**config.mk**
```make
export PLATFORM = sky130hd
export DESIGN_NAME = pc_fetch_unit
export DESIGN_NICKNAME = d
export VERILOG_FILES = /design/src/rtl/pc_fetch_unit_pkg.sv /design/src/rtl/fetch_fifo.sv /design/src/rtl/pc_fetch_unit.sv
export SDC_FILE = /design/constraint.sdc
export NUM_CORES = 1
export LEC_CHECK = 0
export CAP_MARGIN = 20
export CORE_MARGIN = 2
export CORE_UTILIZATION = 50
export DETAILED_ROUTE_END_ITERATION = 7
export PLACE_DENSITY = 0.78
export SLEW_MARGIN = 10
export SYNTH_ARGS = -nofsm -noshare
export SYNTH_HDL_FRONTEND = slang
export SYNTH_HIERARCHICAL = 1
export SYNTH_SLANG_ARGS = --single-unit
```
**constraint.sdc**
```tcl
create_clock -name clk -period 5.4 [get_ports clk]
set_input_delay 1.62 -clock clk [delete_from_list [all_inputs] [get_ports clk]]
set_output_delay 1.62 -clock clk [all_outputs]
set_load 0.03 [all_outputs]
```
**src/rtl/pc_fetch_unit_pkg.sv**
```systemverilog
// Shared definitions for the PC fetch unit.
//   INSTR_NOP     : instruction word presented when no entry is queued
//   PC_STEP       : byte increment between sequential fetches
//   fetch_entry_t : one fetch-queue record {pc, instr}
package pc_fetch_unit_pkg;

   localparam logic [31:0] INSTR_NOP = 32'h0000_0013;
   localparam logic [31:0] PC_STEP   = 32'd4;

   typedef struct packed {
      logic [31:0] pc;
      logic [31:0] instr;
   } fetch_entry_t;

   // Word-aligned byte address check.
   function automatic logic is_aligned(input logic [31:0] addr);
      return addr[1:0] == 2'b00;
   endfunction

endpackage

```
**src/rtl/fetch_fifo.sv**
```systemverilog
// Small circular fetch queue.
//   clk_i, rst_ni : clock, asynchronous active-low reset
//   flush_i       : discard every entry (wins over push in the same cycle)
//   push_i        : write wdata_i at the tail
//   pop_i         : drop the head (ignored when empty)
//   rdata_o       : head entry; {0, INSTR_NOP} while empty
//   count_o       : number of valid entries
module fetch_fifo
   import pc_fetch_unit_pkg::*;
#(
   parameter int unsigned DEPTH = 2,
   localparam int unsigned PtrW = (DEPTH > 1) ? $clog2(DEPTH) : 1,
   localparam int unsigned CntW = $clog2(DEPTH + 1)
) (
   input  logic            clk_i,
   input  logic            rst_ni,
   input  logic            flush_i,
   input  logic            push_i,
   input  fetch_entry_t    wdata_i,
   input  logic            pop_i,
   output fetch_entry_t    rdata_o,
   output logic [CntW-1:0] count_o
);

   fetch_entry_t    mem_q [DEPTH];
   logic [PtrW-1:0] wr_ptr_q, wr_ptr_d;
   logic [PtrW-1:0] rd_ptr_q, rd_ptr_d;
   logic [CntW-1:0] count_q, count_d;
   logic            empty, full;
   logic            pop_ok, push_ok;

   // Wrap explicitly so non-power-of-two depths work.
   function automatic logic [PtrW-1:0] ptr_inc(input logic [PtrW-1:0] p);
      return (p == PtrW'(DEPTH - 1)) ? '0 : p + 1'b1;
   endfunction

   assign empty   = (count_q == '0);
   assign full    = (count_q == CntW'(DEPTH));
   assign pop_ok  = pop_i & ~empty;
   // When full, a same-cycle pop frees the slot the write lands in.
   assign push_ok = push_i & (~full | pop_ok);

   always_comb begin
      wr_ptr_d = wr_ptr_q;
      rd_ptr_d = rd_ptr_q;
      count_d  = count_q;
      if (flush_i) begin
         wr_ptr_d = '0;
         rd_ptr_d = '0;
         count_d  = '0;
      end else begin
         if (push_ok) wr_ptr_d = ptr_inc(wr_ptr_q);
         if (pop_ok)  rd_ptr_d = ptr_inc(rd_ptr_q);
         unique case ({push_ok, pop_ok})
            2'b10:   count_d = count_q + CntW'(1);
            2'b01:   count_d = count_q - CntW'(1);
            default: count_d = count_q;
         endcase
      end
   end

   always_ff @(posedge clk_i or negedge rst_ni) begin
      if (!rst_ni) begin
         wr_ptr_q <= '0;
         rd_ptr_q <= '0;
         count_q  <= '0;
      end else begin
         wr_ptr_q <= wr_ptr_d;
         rd_ptr_q <= rd_ptr_d;
         count_q  <= count_d;
      end
   end

   // Storage is cleared on reset only to keep X out of simulation.
   always_ff @(posedge clk_i or negedge rst_ni) begin
      if (!rst_ni) begin
         for (int i = 0; i < int'(DEPTH); i++) begin
            mem_q[i] <= '0;
         end
      end else if (push_ok && !flush_i) begin
         mem_q[wr_ptr_q] <= wdata_i;
      end
   end

   always_comb begin
      rdata_o = '{pc: 32'h0, instr: INSTR_NOP};
      if (!empty) rdata_o = mem_q[rd_ptr_q];
   end

   assign count_o = count_q;

endmodule

```
**src/rtl/pc_fetch_unit.sv**
```systemverilog
// Instruction fetch front end: program counter, zero-latency memory request,
// and a fetch queue feeding decode with a valid/ready handshake.
//   clk, rst_n       : clock, asynchronous active-low reset
//   fetch_en         : allow PC advance and queue pushes
//   redirect_valid   : taken branch/jump; redirect_target is the new PC
//   imem_pc          : instruction memory address (= pc_q)
//   imem_instr       : instruction returned in the same cycle
//   out_valid/ready  : head handshake, out_pc/out_instr carry the head
//   misalign_err     : sticky, set by a redirect to a non-word address
// DEPTH must be within 2..4.
module pc_fetch_unit
   import pc_fetch_unit_pkg::*;
#(
   parameter logic [31:0] RESET_PC = 32'h0000_0000,
   parameter int unsigned DEPTH    = 2
) (
   input  logic        clk,
   input  logic        rst_n,
   input  logic        fetch_en,
   input  logic        redirect_valid,
   input  logic [31:0] redirect_target,
   output logic [31:0] imem_pc,
   input  logic [31:0] imem_instr,
   output logic        out_valid,
   input  logic        out_ready,
   output logic [31:0] out_pc,
   output logic [31:0] out_instr,
   output logic        misalign_err
);

   localparam int unsigned CntW = $clog2(DEPTH + 1);

   logic [31:0]     pc_q, pc_d;
   logic            misalign_q, misalign_d;
   logic            push, pop, flush, full;
   logic [CntW-1:0] count;
   fetch_entry_t    wentry, head;

   assign full      = (count == CntW'(DEPTH));
   assign out_valid = (count != '0);
   assign pop       = out_valid & out_ready;
   assign wentry    = '{pc: pc_q, instr: imem_instr};

   // Redirect outranks fetching. A same-cycle pop still hands its entry to
   // the consumer; the flush discards only what remains behind it.
   always_comb begin
      pc_d       = pc_q;
      misalign_d = misalign_q;
      push       = 1'b0;
      flush      = redirect_valid;
      if (redirect_valid) begin
         if (is_aligned(redirect_target)) begin
            pc_d       = redirect_target;
            misalign_d = 1'b0;
         end else begin
            misalign_d = 1'b1;
         end
      end else if (fetch_en && !misalign_q && (!full || pop)) begin
         push = 1'b1;
         pc_d = pc_q + PC_STEP;  // wraps naturally at 2^32
      end
   end

   always_ff @(posedge clk or negedge rst_n) begin
      if (!rst_n) begin
         pc_q       <= RESET_PC;
         misalign_q <= 1'b0;
      end else begin
         pc_q       <= pc_d;
         misalign_q <= misalign_d;
      end
   end

   fetch_fifo #(
      .DEPTH (DEPTH)
   ) u_fifo (
      .clk_i   (clk),
      .rst_ni  (rst_n),
      .flush_i (flush),
      .push_i  (push),
      .wdata_i (wentry),
      .pop_i   (pop),
      .rdata_o (head),
      .count_o (count)
   );

   assign imem_pc      = pc_q;
   assign out_pc       = head.pc;
   assign out_instr    = head.instr;
   assign misalign_err = misalign_q;

endmodule

```
==> results.py <==
metrics = {
    "placement": {
        "post-dp-hpwl_um": 13800,
        "globalplace.congestion": 0.874,
        "portBuffers": 166,
        "place_ws_ns": 0.635,
        "placed_area_um2": 9990,
    },
    "clocking": {
        "post_cts_buffers": 0,
        "ctsResizeCount": 0,
        "numCtsBuffers": 17,
        "cts_hold_buf": 0,
        "cts.path.max_buffers": 2,
        "clock_latency_ns": 0.43,
        "clockRootBuffer": "clkbuf_16",
        "cts_sinks": 165,
        "ctsHtreeMaxLevel": 4,
        "cts_tree": "done",
        "path_clk_slew_ns": 0.06,
    },
    "drt": {
        "drc": 0,
        "wl_per_cell_um": 19.5,
        "postRouteAntennaNets": 0,
        "vias": 6113,
        "drt_first_pass_iters": 7,
        "viasPerCell": 5.73,
        "drt_iter0_drc": 668,
        "totalWireLength_um": 20800,
    },
    "die": {
        "core_um2": 15900,
        "ioPinCount": 167,
        "dieArea_um2": 17400,
        "dieHeight_um": 132,
        "num_rows": 46,
        "initial_core_util_pct": 51.3,
        "die_w_um": 132,
    },
    "synthesis": {
        "syn_area_um2": 8190,
        "synth.ff_latch_count": 165,
        "synth_most_common_cell": "dfrtp_1",
        "ys_types": 55,
        "synth_nets": 757,
        "synth.area.top_cells": "dfrtp_1 (50%), mux2_2 (11%), mux2_4 (9.0%), mux2i_1 (8.2%), nor2_1 (4.2%)",
        "synth_edf_count": 0,
        "synth_area_per_cell_um2": 11.9,
        "ys_seq_area_share_pct": 50.4,
        "synth_area_leader_cell": "dfrtp_1",
        "synth_cells": 687,
        "yosys_warnings": 6,
        "netlist.area_leader.share_pct": 50.4,
        "async_reset_ff_share_pct": 100,
        "ys.flop_type": "dfrtp_1",
        "synth_common_cells": "dfrtp_1 (165), nor2_1 (92), mux2_2 (79), mux2i_1 (67), mux2_4 (49)",
    },
    "critical_path": {
        "worstRegToRegCells": 6,
        "end_kind": "primary output",
        "r2r-start": "u_fifo/count_o[1]$_DFFE_PN0P_",
        "worstSetupPathType": "reg -> out",
        "r2r_slack_ns": 2.04,
        "crit_required_ns": 3.78,
        "cp_max_fo": 44,
        "r2r_end": "u_fifo/mem_q[90]$_DFFE_PN0P_",
        "cp-start-kind": "flip-flop",
        "critical_path_arrival_ns": 2.79,
    },
    "timing": {
        "slew_viol_final": 0,
        "min_period_ns": 4.41,
        "slew_headroom_pct": 38.2,
        "rsz0062_at_grt": "false",
        "worst_slew_pin_slew_ns": 0.927,
        "final_hold_viol_count": 0,
        "tns_ns": 0,
        "max_freq_mhz": 227,
        "skew_ns": 0.00827,
        "period_share_pct": 81.6,
        "holdWs_ns": 0.505,
        "setup-violations-final": 0,
        "fin_ws_ns": 0.993,
    },
    "global_route": {
        "grt_max_degree": 103,
        "antenna_found_initial": 0,
        "grt_pass1_wl_um": 33800,
        "grt_pass1_vias": 6283,
        "grt_overflow": 0,
        "grt_use_total_pct": 24.3,
    },
    "finish": {
        "final_layout_size_suffix_gt1_share_pct": 22.1,
        "finalInstanceArea_um2": 10600,
        "areaGrowthSynthToFinish_pct": 30.0,
        "nNetsFinal": 908,
        "num_antenna_cells": 0,
    },
    "status": {
        "status": "complete, no violations",
    },
    "min_path": {
        "min-delay-path-class": "reg -> reg",
        "hp-start": "u_fifo/mem_q[83]$_DFFE_PN0P_",
        "hold_end": "u_fifo/mem_q[83]$_DFFE_PN0P_",
        "hold_depth": 1,
    },
    "power_and_ir_drop": {
        "power_density_nw_per_um2": 365,
        "total_power_uw": 3880,
        "power_leakage_uw": 0.00457,
        "ir_drop_uv": 252,
    },
    "flow_run": {
        "cap_violations": 0,
    },
}
[per-layer routing]
layer | track usage [%] | up-vias | wire (µm)
met5 | 0 | - | 0
met4 | 6.52 | 0 | 215
met3 | 5.54 | 25 | 1550
met2 | 38.2 | 299 | 9620
met1 | 34.3 | 3029 | 9400
li1 | - | 2760 | -
[through the flow]
stage,utilization [%],instances
2_1_floorplan,-,687
3_3_place_gp,62.7,1034
3_5_place_dp,62.7,1034
4_1_cts,66.7,1066
5_1_grt,66.7,1067
6_report,66.7,1067
[report_power, final]
| group | leakage [µW] | internal (µW) | switching (µW) |
|---|---|---|---|
| Clock | 0.000310 | 813 | 499 |
| Combinational | 0.00214 | 474 | 396 |
| Sequential | 0.00212 | 1470 | 227 |
| Total | 0.00457 | 2760 | 1120 |
[cell usage in the layout, fill, tap and decap left out, types with 3 or more instances in the layout]
cell and n:
nor3_1 11, nand4_1 4, a311oi_1 6, nor3b_2 3, clkbuf_8 3, and3_1 5, dfrtp_1 164, mux2i_1 67
o2bb2ai_1 4, o22a_1 3, nand3_1 15, nor4_1 6, nand2_1 15, a21oi_1 23, o21ai_0 24, a22oi_1 7
buf_4 11, nor2b_1 4, a31oi_1 6, mux2_2 79, mux2_4 49, bufinv_16 4, and2_1 6, inv_1 6
a211oi_1 4, nor2_1 91, clkbuf_16 17, clkdlybuf4s50_1 165
[worst max path at each step]
| stage | start | to | slack (ns) | cells past startpoint |
|---|---|---|---|---|
| 2_1_floorplan | redirect_valid | u_fifo/mem_q[100]$_DFFE_PN0P_ | 1.85 | 8 |
| 3_3_place_gp | out_ready | u_fifo/mem_q[87]$_DFFE_PN0P_ | 0.70 | 7 |
| 3_5_place_dp | out_ready | u_fifo/mem_q[88]$_DFFE_PN0P_ | 0.63 | 7 |
| 4_1_cts | u_fifo/rd_ptr_q$_DFFE_PN0P_ | out_pc[6] | 0.97 | 4 |
| 5_1_grt | u_fifo/count_o[1]$_DFFE_PN0P_ | out_instr[26] | 0.87 | 4 |
| 6_report | u_fifo/rd_ptr_q$_DFFE_PN0P_ | out_pc[6] | 0.99 | 4 |
[kinds of logic (layout without fill, tap and decap cells)]
| group | after synthesis | after routing | synth area share [%] |
|---|---|---|---|
| compound gates | 95 | 95 | 7.52 |
| mux | 195 | 195 | 28.0 |
| xor+xnor | 2 | 2 | 0.214 |
| fa+ha+maj | 1 | 1 | 0.153 |
| buf+inv | 53 | 217 | 3.27 |
| flops | 165 | 165 | 50.4 |
| simple gates | 176 | 176 | 10.4 |
[state kept, by name, indices dropped and copies added (netlist names)]
signal and count:
u_fifo/mem_q 128, imem_pc 32, u_fifo/count_o 2, misalign_err 1, u_fifo/rd_ptr_q 1, u_fifo/wr_ptr_q 1
[critical path, cell delays in order, from the launching register on]
cell and delay, ns:
dfrtp_4 0.96, buf_4 0.36, mux2i_1 0.34, nor2_1 0.09
clkdlybuf4s50_1 0.60
[area by class of cell]
class                      count  area [µm²]
sequential                   165        4130
timing repair buffer         178        1760
clock buffer                  21         470
tap                          216         270
inverter                       7        26.3
multi-input combinational    469        3810
fill                        1192        5300
clock inverter                11         171
Power figures use the tool's default switching activity.
